--- src/rtl/led_row_scanner.sv ---
// led_row_scanner: time-multiplexed LED matrix driver.
// A frame and its brightness are loaded into a shadow buffer through a
// valid/ready port, swapped into the active buffer at frame boundaries, and
// scanned one row at a time with a blanking cycle between rows and
// PWM-dimmed column drive.
module led_row_scanner #(
    parameter int ROWS         = 4,
    parameter int COLS         = 4,
    parameter int PWM_BITS     = 4,
    parameter int DWELL_CYCLES = 64
) (
    input  logic                   i_clk,
    input  logic                   i_rst_n,
    input  logic                   i_frame_valid,
    output logic                   o_frame_ready,
    input  logic [ROWS*COLS-1:0]   i_frame_data,
    input  logic [PWM_BITS-1:0]    i_brightness,
    output logic [ROWS-1:0]        o_row_sel,
    output logic [COLS-1:0]        o_col_drv,
    output logic                   o_frame_done,
    output logic                   o_busy
);

    localparam int ROW_W   = (ROWS > 1) ? $clog2(ROWS) : 1;
    localparam int DWELL_W = (DWELL_CYCLES > 1) ? $clog2(DWELL_CYCLES) : 1;

    typedef enum logic [1:0] {
        IDLE  = 2'd0,
        SWAP  = 2'd1,
        BLANK = 2'd2,
        SCAN  = 2'd3
    } state_t;

    state_t                 r_state;
    state_t                 w_nextState;

    logic [ROWS*COLS-1:0]   r_shadow;
    logic [PWM_BITS-1:0]    r_shadowDuty;
    logic                   r_shadowFull;
    logic [ROWS*COLS-1:0]   r_active;
    logic [PWM_BITS-1:0]    r_duty;
    logic [ROW_W-1:0]       r_row;
    logic [DWELL_W-1:0]     r_dwell;
    logic [PWM_BITS-1:0]    r_pwm;

    logic [ROWS-1:0]        r_rowSel;
    logic [COLS-1:0]        r_colDrv;
    logic                   r_frameDone;

    logic                   w_accept;
    logic                   w_dwellEnd;
    logic                   w_lastRow;
    logic                   w_pwmOn;
    logic [ROWS-1:0]        w_rowSel;
    logic [COLS-1:0]        w_colDrv;
    logic                   w_frameDone;

    // Ready comes straight from a register, so accept has no
    // combinational path from valid back to ready.
    assign w_accept   = i_frame_valid & ~r_shadowFull;
    assign w_dwellEnd = (r_dwell == DWELL_W'(DWELL_CYCLES - 1));
    assign w_lastRow  = (r_row == ROW_W'(ROWS - 1));
    assign w_pwmOn    = (r_pwm < r_duty);

    assign o_frame_ready = ~r_shadowFull;
    assign o_busy        = (r_state != IDLE);
    assign o_row_sel     = r_rowSel;
    assign o_col_drv     = r_colDrv;
    assign o_frame_done  = r_frameDone;

    // State register.
    always_ff @(posedge i_clk) begin
        if (!i_rst_n) begin
            r_state <= IDLE;
        end else begin
            r_state <= w_nextState;
        end
    end

    // Next-state logic: swap only at frame boundaries, blank between rows.
    always_comb begin
        w_nextState = r_state;
        case (r_state)
            IDLE:    if (r_shadowFull) w_nextState = SWAP;
            SWAP:    w_nextState = BLANK;
            BLANK:   w_nextState = SCAN;
            SCAN: begin
                if (w_dwellEnd) begin
                    if (w_lastRow && r_shadowFull) w_nextState = SWAP;
                    else                           w_nextState = BLANK;
                end
            end
            default: w_nextState = IDLE;
        endcase
    end

    // Output decode: only SCAN lights anything; done marks the last dwell cycle.
    always_comb begin
        w_rowSel    = '0;
        w_colDrv    = '0;
        w_frameDone = 1'b0;
        if (r_state == SCAN) begin
            w_rowSel    = ROWS'(1) << r_row;
            w_colDrv    = r_active[r_row*COLS +: COLS] & {COLS{w_pwmOn}};
            w_frameDone = w_dwellEnd & w_lastRow;
        end
    end

    // Shadow buffer: one pending frame plus its brightness.
    always_ff @(posedge i_clk) begin
        if (!i_rst_n) begin
            r_shadow     <= '0;
            r_shadowDuty <= '0;
            r_shadowFull <= 1'b0;
        end else begin
            if (w_accept) begin
                r_shadow     <= i_frame_data;
                r_shadowDuty <= i_brightness;
            end
            if (w_accept) begin
                r_shadowFull <= 1'b1;
            end else if (r_state == SWAP) begin
                r_shadowFull <= 1'b0;
            end
        end
    end

    // Active buffer and the row / dwell / PWM counters that walk it.
    always_ff @(posedge i_clk) begin
        if (!i_rst_n) begin
            r_active <= '0;
            r_duty   <= '0;
            r_row    <= '0;
            r_dwell  <= '0;
            r_pwm    <= '0;
        end else begin
            case (r_state)
                SWAP: begin
                    r_active <= r_shadow;
                    r_duty   <= r_shadowDuty;
                    r_row    <= '0;
                end
                BLANK: begin
                    r_dwell <= '0;
                    r_pwm   <= '0;
                end
                SCAN: begin
                    r_dwell <= r_dwell + DWELL_W'(1);
                    r_pwm   <= r_pwm + PWM_BITS'(1);
                    if (w_dwellEnd) begin
                        if (w_lastRow) r_row <= '0;
                        else           r_row <= r_row + ROW_W'(1);
                    end
                end
                default: ;
            endcase
        end
    end

    // Registered drive outputs, one cycle behind the state that produced them.
    always_ff @(posedge i_clk) begin
        if (!i_rst_n) begin
            r_rowSel    <= '0;
            r_colDrv    <= '0;
            r_frameDone <= 1'b0;
        end else begin
            r_rowSel    <= w_rowSel;
            r_colDrv    <= w_colDrv;
            r_frameDone <= w_frameDone;
        end
    end

endmodule

--- config.mk ---
export PLATFORM = sky130hd
export DESIGN_NAME = led_row_scanner
export DESIGN_NICKNAME = d
export VERILOG_FILES = /design/src/rtl/led_row_scanner.sv
export SDC_FILE = /design/constraint.sdc
export NUM_CORES = 1
export LEC_CHECK = 0
export BUFFER_PORTS_ARGS = -buffer_cell sky130_fd_sc_hd__buf_2
export CORE_AREA = 5 5 79 81
export CTS_CLUSTER_SIZE = 25
export DETAILED_ROUTE_END_ITERATION = 16
export DIE_AREA = 0 0 84 86
export PLACE_DENSITY_LB_ADDON = 0.1
export SLEW_MARGIN = 20
export SYNTH_ARGS = -nofsm -noshare
export SYNTH_HDL_FRONTEND = slang
export SYNTH_SLANG_ARGS = --single-unit
--- constraint.sdc ---
create_clock -name i_clk -period 1.2 [get_ports i_clk]
set_clock_uncertainty 0.05 [all_clocks]
set_input_delay 0.18 -clock i_clk [delete_from_list [all_inputs] [get_ports i_clk]]
set_output_delay 0.18 -clock i_clk [all_outputs]
set_load 0.05 [all_outputs]
# Yosys cells after proc, flatten, opt, wreduce, memory -nomap -nowiden
# Cells that the tools add are included.
# word_totals
ff_bits	64
in_bits	23
out_inout_bits	11
wordCells	49
# op_classes
n_addsub	3
n_lt_le_gt_ge	1
eq_ne	7
shift	2
mux	11
bitwise_logic	4
reduce_logical	9
# op_table
op	n
16-bit by 5-bit indexed part select with 4-bit output	1
6-bit one-hot mux with 2 select lines	1
2-bit two-way mux	5
2-bit one-hot mux with 4 select lines	1
4-bit one-hot mux with 2 select lines	1
2-bit nonzero test	4
6-bit by 1-bit adder with 6-bit output, second input constant	1
2-bit == test, second input constant	3
6-bit == test, second input constant	1
2-bit AND reduction	3
4-bit by 1-bit adder with 4-bit output, second input constant	1
4-bit AND	1
4-bit < comparator	1
2-bit inequality test, second input constant	2
2-bit one-hot mux with 2 select lines	1
1-bit by 2-bit << shifter with 4-bit output, first input constant	1
2-bit by 1-bit adder with 2-bit output, second input constant	1
1-bit AND	2
2-bit by 1-bit == test with 1-bit output, second input constant	1
2-bit zero test	1
1-bit two-way mux	2
1-bit logical AND	1
1-bit inverter	1

# Longest topological paths before layout
# logic_depth
word_depth	5
depth_mapped	5
depth_no_buf	4

# Worst setup path before layout
# No wires, ideal clock.
# synth_timing
path_type	register to register
from	reg r_duty[1]
to	reg r_colDrv[0], in the netlist o_col_drv[0]
setup_ns	0.086
arrival_time_ns	1.080
required_time_ns	1.064
setup_slack_ns	-0.015
stages_incl_launch_ff	5
path_buffers	0
period_less_slack_ns	1.215
path_cell_list	dfxtp_1 inv_1 ha_1 a211o_1 a211oi_1
# synth_between
elab_chain_cells	2
# synth_lines
element	line	rtl
start, declared	41	logic [PWM_BITS-1:0] r_duty;
start signal, assigned	140	r_duty <= r_shadowDuty;
4-bit < comparator	63	assign w_pwmOn = (r_pwm < r_duty);
4-bit AND	104	w_colDrv = r_active[r_row*COLS +: COLS] & {COLS{w_pwmOn}};
end signal, assigned	168	r_colDrv <= w_colDrv;
end, declared	47	logic [COLS-1:0] r_colDrv;
# No other way between the ends.
# A chain may end at the register's enable or synchronous reset.

# Worst setup path after layout
# layout_timing
from	reg r_state[1]
to	out o_busy
# layout_between
elab_chain_cells	1
# layout_lines
element	line	rtl
start, declared	34	state_t r_state;
start signal, assigned	76	r_state <= w_nextState;
2-bit nonzero test	66	assign o_busy = (r_state != IDLE);
end, declared	21	output logic o_busy
# No other way between the ends.

==> reports/qor.txt <==
Status = complete, but fails checks
Failing checks = setup timing
Main combinational cell family by area after synthesis = simple AND/OR/NAND/NOR gates
Top post-synthesis cells by area = dfxtp_1 48%, nand2_1 13%, a21boi_0 11%
Top_reg_cell synth = dfxtp_1
Area delta synth->final = 36.7%
Die W = 84 um
Worst-Margin Slew = 0.265 ns
Worst Hold Depth = 3
Antenna violations before repair = 0
N_diodes = 0
Kind of cell adding the most delay to the critical path = flip-flops
Storage cell area = 0.00129 mm2
HP Class = in -> reg
Gr busiest metal = met2
Number of clock sinks = 64
Share of the synthesized area in the top cell type = 48.3%
Slowest library cell on the worst path = dfxtp_2
Synth area leader = dfxtp_1
Register area share after synthesis = 48.3%
Cell with the most instances after synthesis = nand2_1
Setup TNS = -1.88 ns
Share of cells above drive strength 1 = 36.6%
Slew Viols, Final = 0
Nature of the critical path endpoint = output port
Die area = 0.00722 mm2
Sw Ratio = 25.9%
Fillcell total = 458
CP peak stage delay = 0.34 ns
Ys Warns = 0
Multiplexer area fraction after synthesis = 4.53%
Vias in the first global route = 2,105
Synth Area in Adders = 2.83%
Critical Path RT = 0.97 ns
Pwr Total = 4.68 mW
Largest net degree at the start of global routing = 38
Final worst slack = -0.197 ns
Global Route Usage Sum = 17.0%
RSZ-0062 raised after global routing = yes
Comb pwr share = 13.6%
RePlAce Congestion = 0.764
Commonest cells post-synth = 91 x nand2_1, 64 x dfxtp_1, 40 x a21boi_0
Simple-gate area share of the yosys netlist = 21.4%
Critical Path Source Type = register
Worst EP arrival = 1.17 ns
Root Driver = clkbuf_8
Sw Pwr = 1.21 mW
Drt total wl = 5.93 mm
Multi-input logic area = 0.00141 mm2
R2R depth = 7
Fin crit period = 1.40 ns
Met2 usage = 26.7%
Crit path from = r_state[1]$_SDFFE_PN0P_
Die height = 86 um
CTS buffer count = 9
Synth Instances = 296
Clk network pwr share = 38.8%
Hold Path Origin = i_frame_data[13]
Drt wl/cell = 13.6 um
Final hold violation count = 0
Critical path depth = 3
Worst r2r src = r_state[1]$_SDFFE_PN0P_
Synth Cell Area = 0.00265 mm2
Number of core rows = 27
Mapped Avg Cell Area = 8.95 um2
Seq pwr share = 47.7%
Ys async rst share = 0%
Internal = 3.47 mW
Syn Nets = 325
Post-synthesis register bit count = 64
Critical path class = reg -> out
Final setup fails = 37
DRT iter0 DRCs = 64
Worst vdd ir = 0.939 mV
Clock Path Buffers = 2
Initial Util = 49.0%
# IOs = 34
# DRC = 0
Global-route wire length before repair = 9.78 mm
Met1 Use GR = 22.3%
IO buf count = 33
Clock-pin slew on the worst setup and hold paths = 0.07 ns
Via-to-Cell Ratio = 4.99
H-tree level count = 3
Total congestion overflow = 0
Clock latency on the worst-skew pair = 0.33 ns
Max-slew headroom = 82.3%
Core area = 0.00541 mm2
Synth Area in XOR/XNOR = 1.32%
Via count = 2,169
Synth Area in Compound Gates = 16.3%
Met3 Usage GRT = 3.46%
Final net count = 387
First drt pass iteration count = 4
Post-DP HPWL = 3.74 mm
Cell Pwr Density = 1290 mW/mm2
CP max FO = 2
Synth cell types = 37
Hold-fix buffers, CTS = 0
Final ANT Viol Nets = 0
Post-synth EDFFs = 0
Leakage power = 1.40 nW
CP Cell Sequence = buf_6, or2_4, buf_8
Total of max-cap violations = 0
Fmax = 716 MHz
CTS tree = done
CP bufs+invs = 2
Tcrit/Tclk final = 116%
## worst min-delay path, stage by stage
cell,delay [ns]
buf_2,0.09
nand2_1,0.04
a21boi_1,0.05
## flip-flops by register name, summed over array words and instances, names as in the netlist
signal / count
o_col_drv: 4
o_frame_done: 1
o_row_sel: 4
r_active: 16
r_duty: 4
r_dwell: 6
r_pwm: 4
r_row: 2
r_shadow: 16
r_shadowDuty: 4
r_shadowFull: 1
r_state: 2
## per-layer routing
| layer | share of wire (%) | vias up |
|---|---|---|
| met5 | 0 | - |
| met4 | 1.6 | 0 |
| li1 | - | 1110 |
| met2 | 47 | 29 |
| met3 | 3.2 | 8 |
| met1 | 49 | 1022 |
## metrics by stage
step / cell area (um2) / util, % / setup slack [ns] / instances / hold WS (ns)
detailed placement: 3070 / 56.8 / -0.149 / 408 / 0.388
global placement: 3070 / 56.8 / -0.103 / 408 / 0.379
finish: 3620 / 67.0 / -0.197 / 435 / 0.0224
CTS: 3490 / 64.6 / -0.227 / 432 / 0.0131
floorplan: 2650 / - / -0.0152 / 296 / 0.275
global route: 3620 / 67.0 / -0.225 / 435 / 0.0193
## cells by family after synthesis
family          count (synthesis)
simple gates                  128
flops                          64
compound gates                 59
buf+inv                        28
mux                             7
fa+ha+maj                       6
xor+xnor                        4
## power by group through the flow
stage                     clock network, mW  registers [mW]  logic, mW
after floorplan                           0            2.27      0.285
after global placement                    0            2.28      0.473
after detailed placement                  0            2.28      0.478
after CTS                              1.87            2.23      0.583
after global routing                   1.94            2.24      0.684
final                                  1.81            2.23      0.635
## layout by cell type, fill, tap and decap left out, types with 2 or more instances in the layout
cell	count
ha_4	2
buf_2	31
buf_6	6
a21boi_0	18
a21boi_1	20
a211oi_2	4
nor2_1	6
nand2b_4	4
and2_1	2
nor2b_1	5
clkbuf_8	9
nand2_2	5
buf_4	23
mux2i_1	3
clkinv_2	2
mux4_2	4
clkinvlp_4	3
nand2_1	85
xor2_1	4
a22oi_2	2
ha_1	3
buf_12	7
nand3_1	4
a21boi_2	2
dfxtp_1	58
nand4_1	2
dfxtp_2	5
clkinv_4	2
inv_1	6
o21ai_0	2
buf_8	2
## area by class of cell
cell class	instances	share of cell area [%]
multi-input combinational	204	39.0
sequential	64	35.6
timing repair buffer	70	16.4
clock buffer	9	3.42
tap	72	2.49
clock inverter	7	2.00
inverter	9	1.11
## path summary, 6_finish.rpt
check                              endpoint  slack (ns)
hold reg to reg   r_active[10]$_SDFFE_PN0P_        0.40
setup / recovery                     o_busy       -0.20
hold / removal    r_shadow[13]$_SDFFE_PN0P_        0.02
setup reg to reg    r_dwell[1]$_SDFFE_PN0P_       -0.13
## timing repair
action                                  4_1_cts  5_1_grt
endpoints found under the setup margin       16       59
pin swaps                                    12       21
gates cloned                                  1        0
gates resized for setup                      41       43
buffers inserted                              7        3
Note: power is estimated with default switching activity, not from simulation.
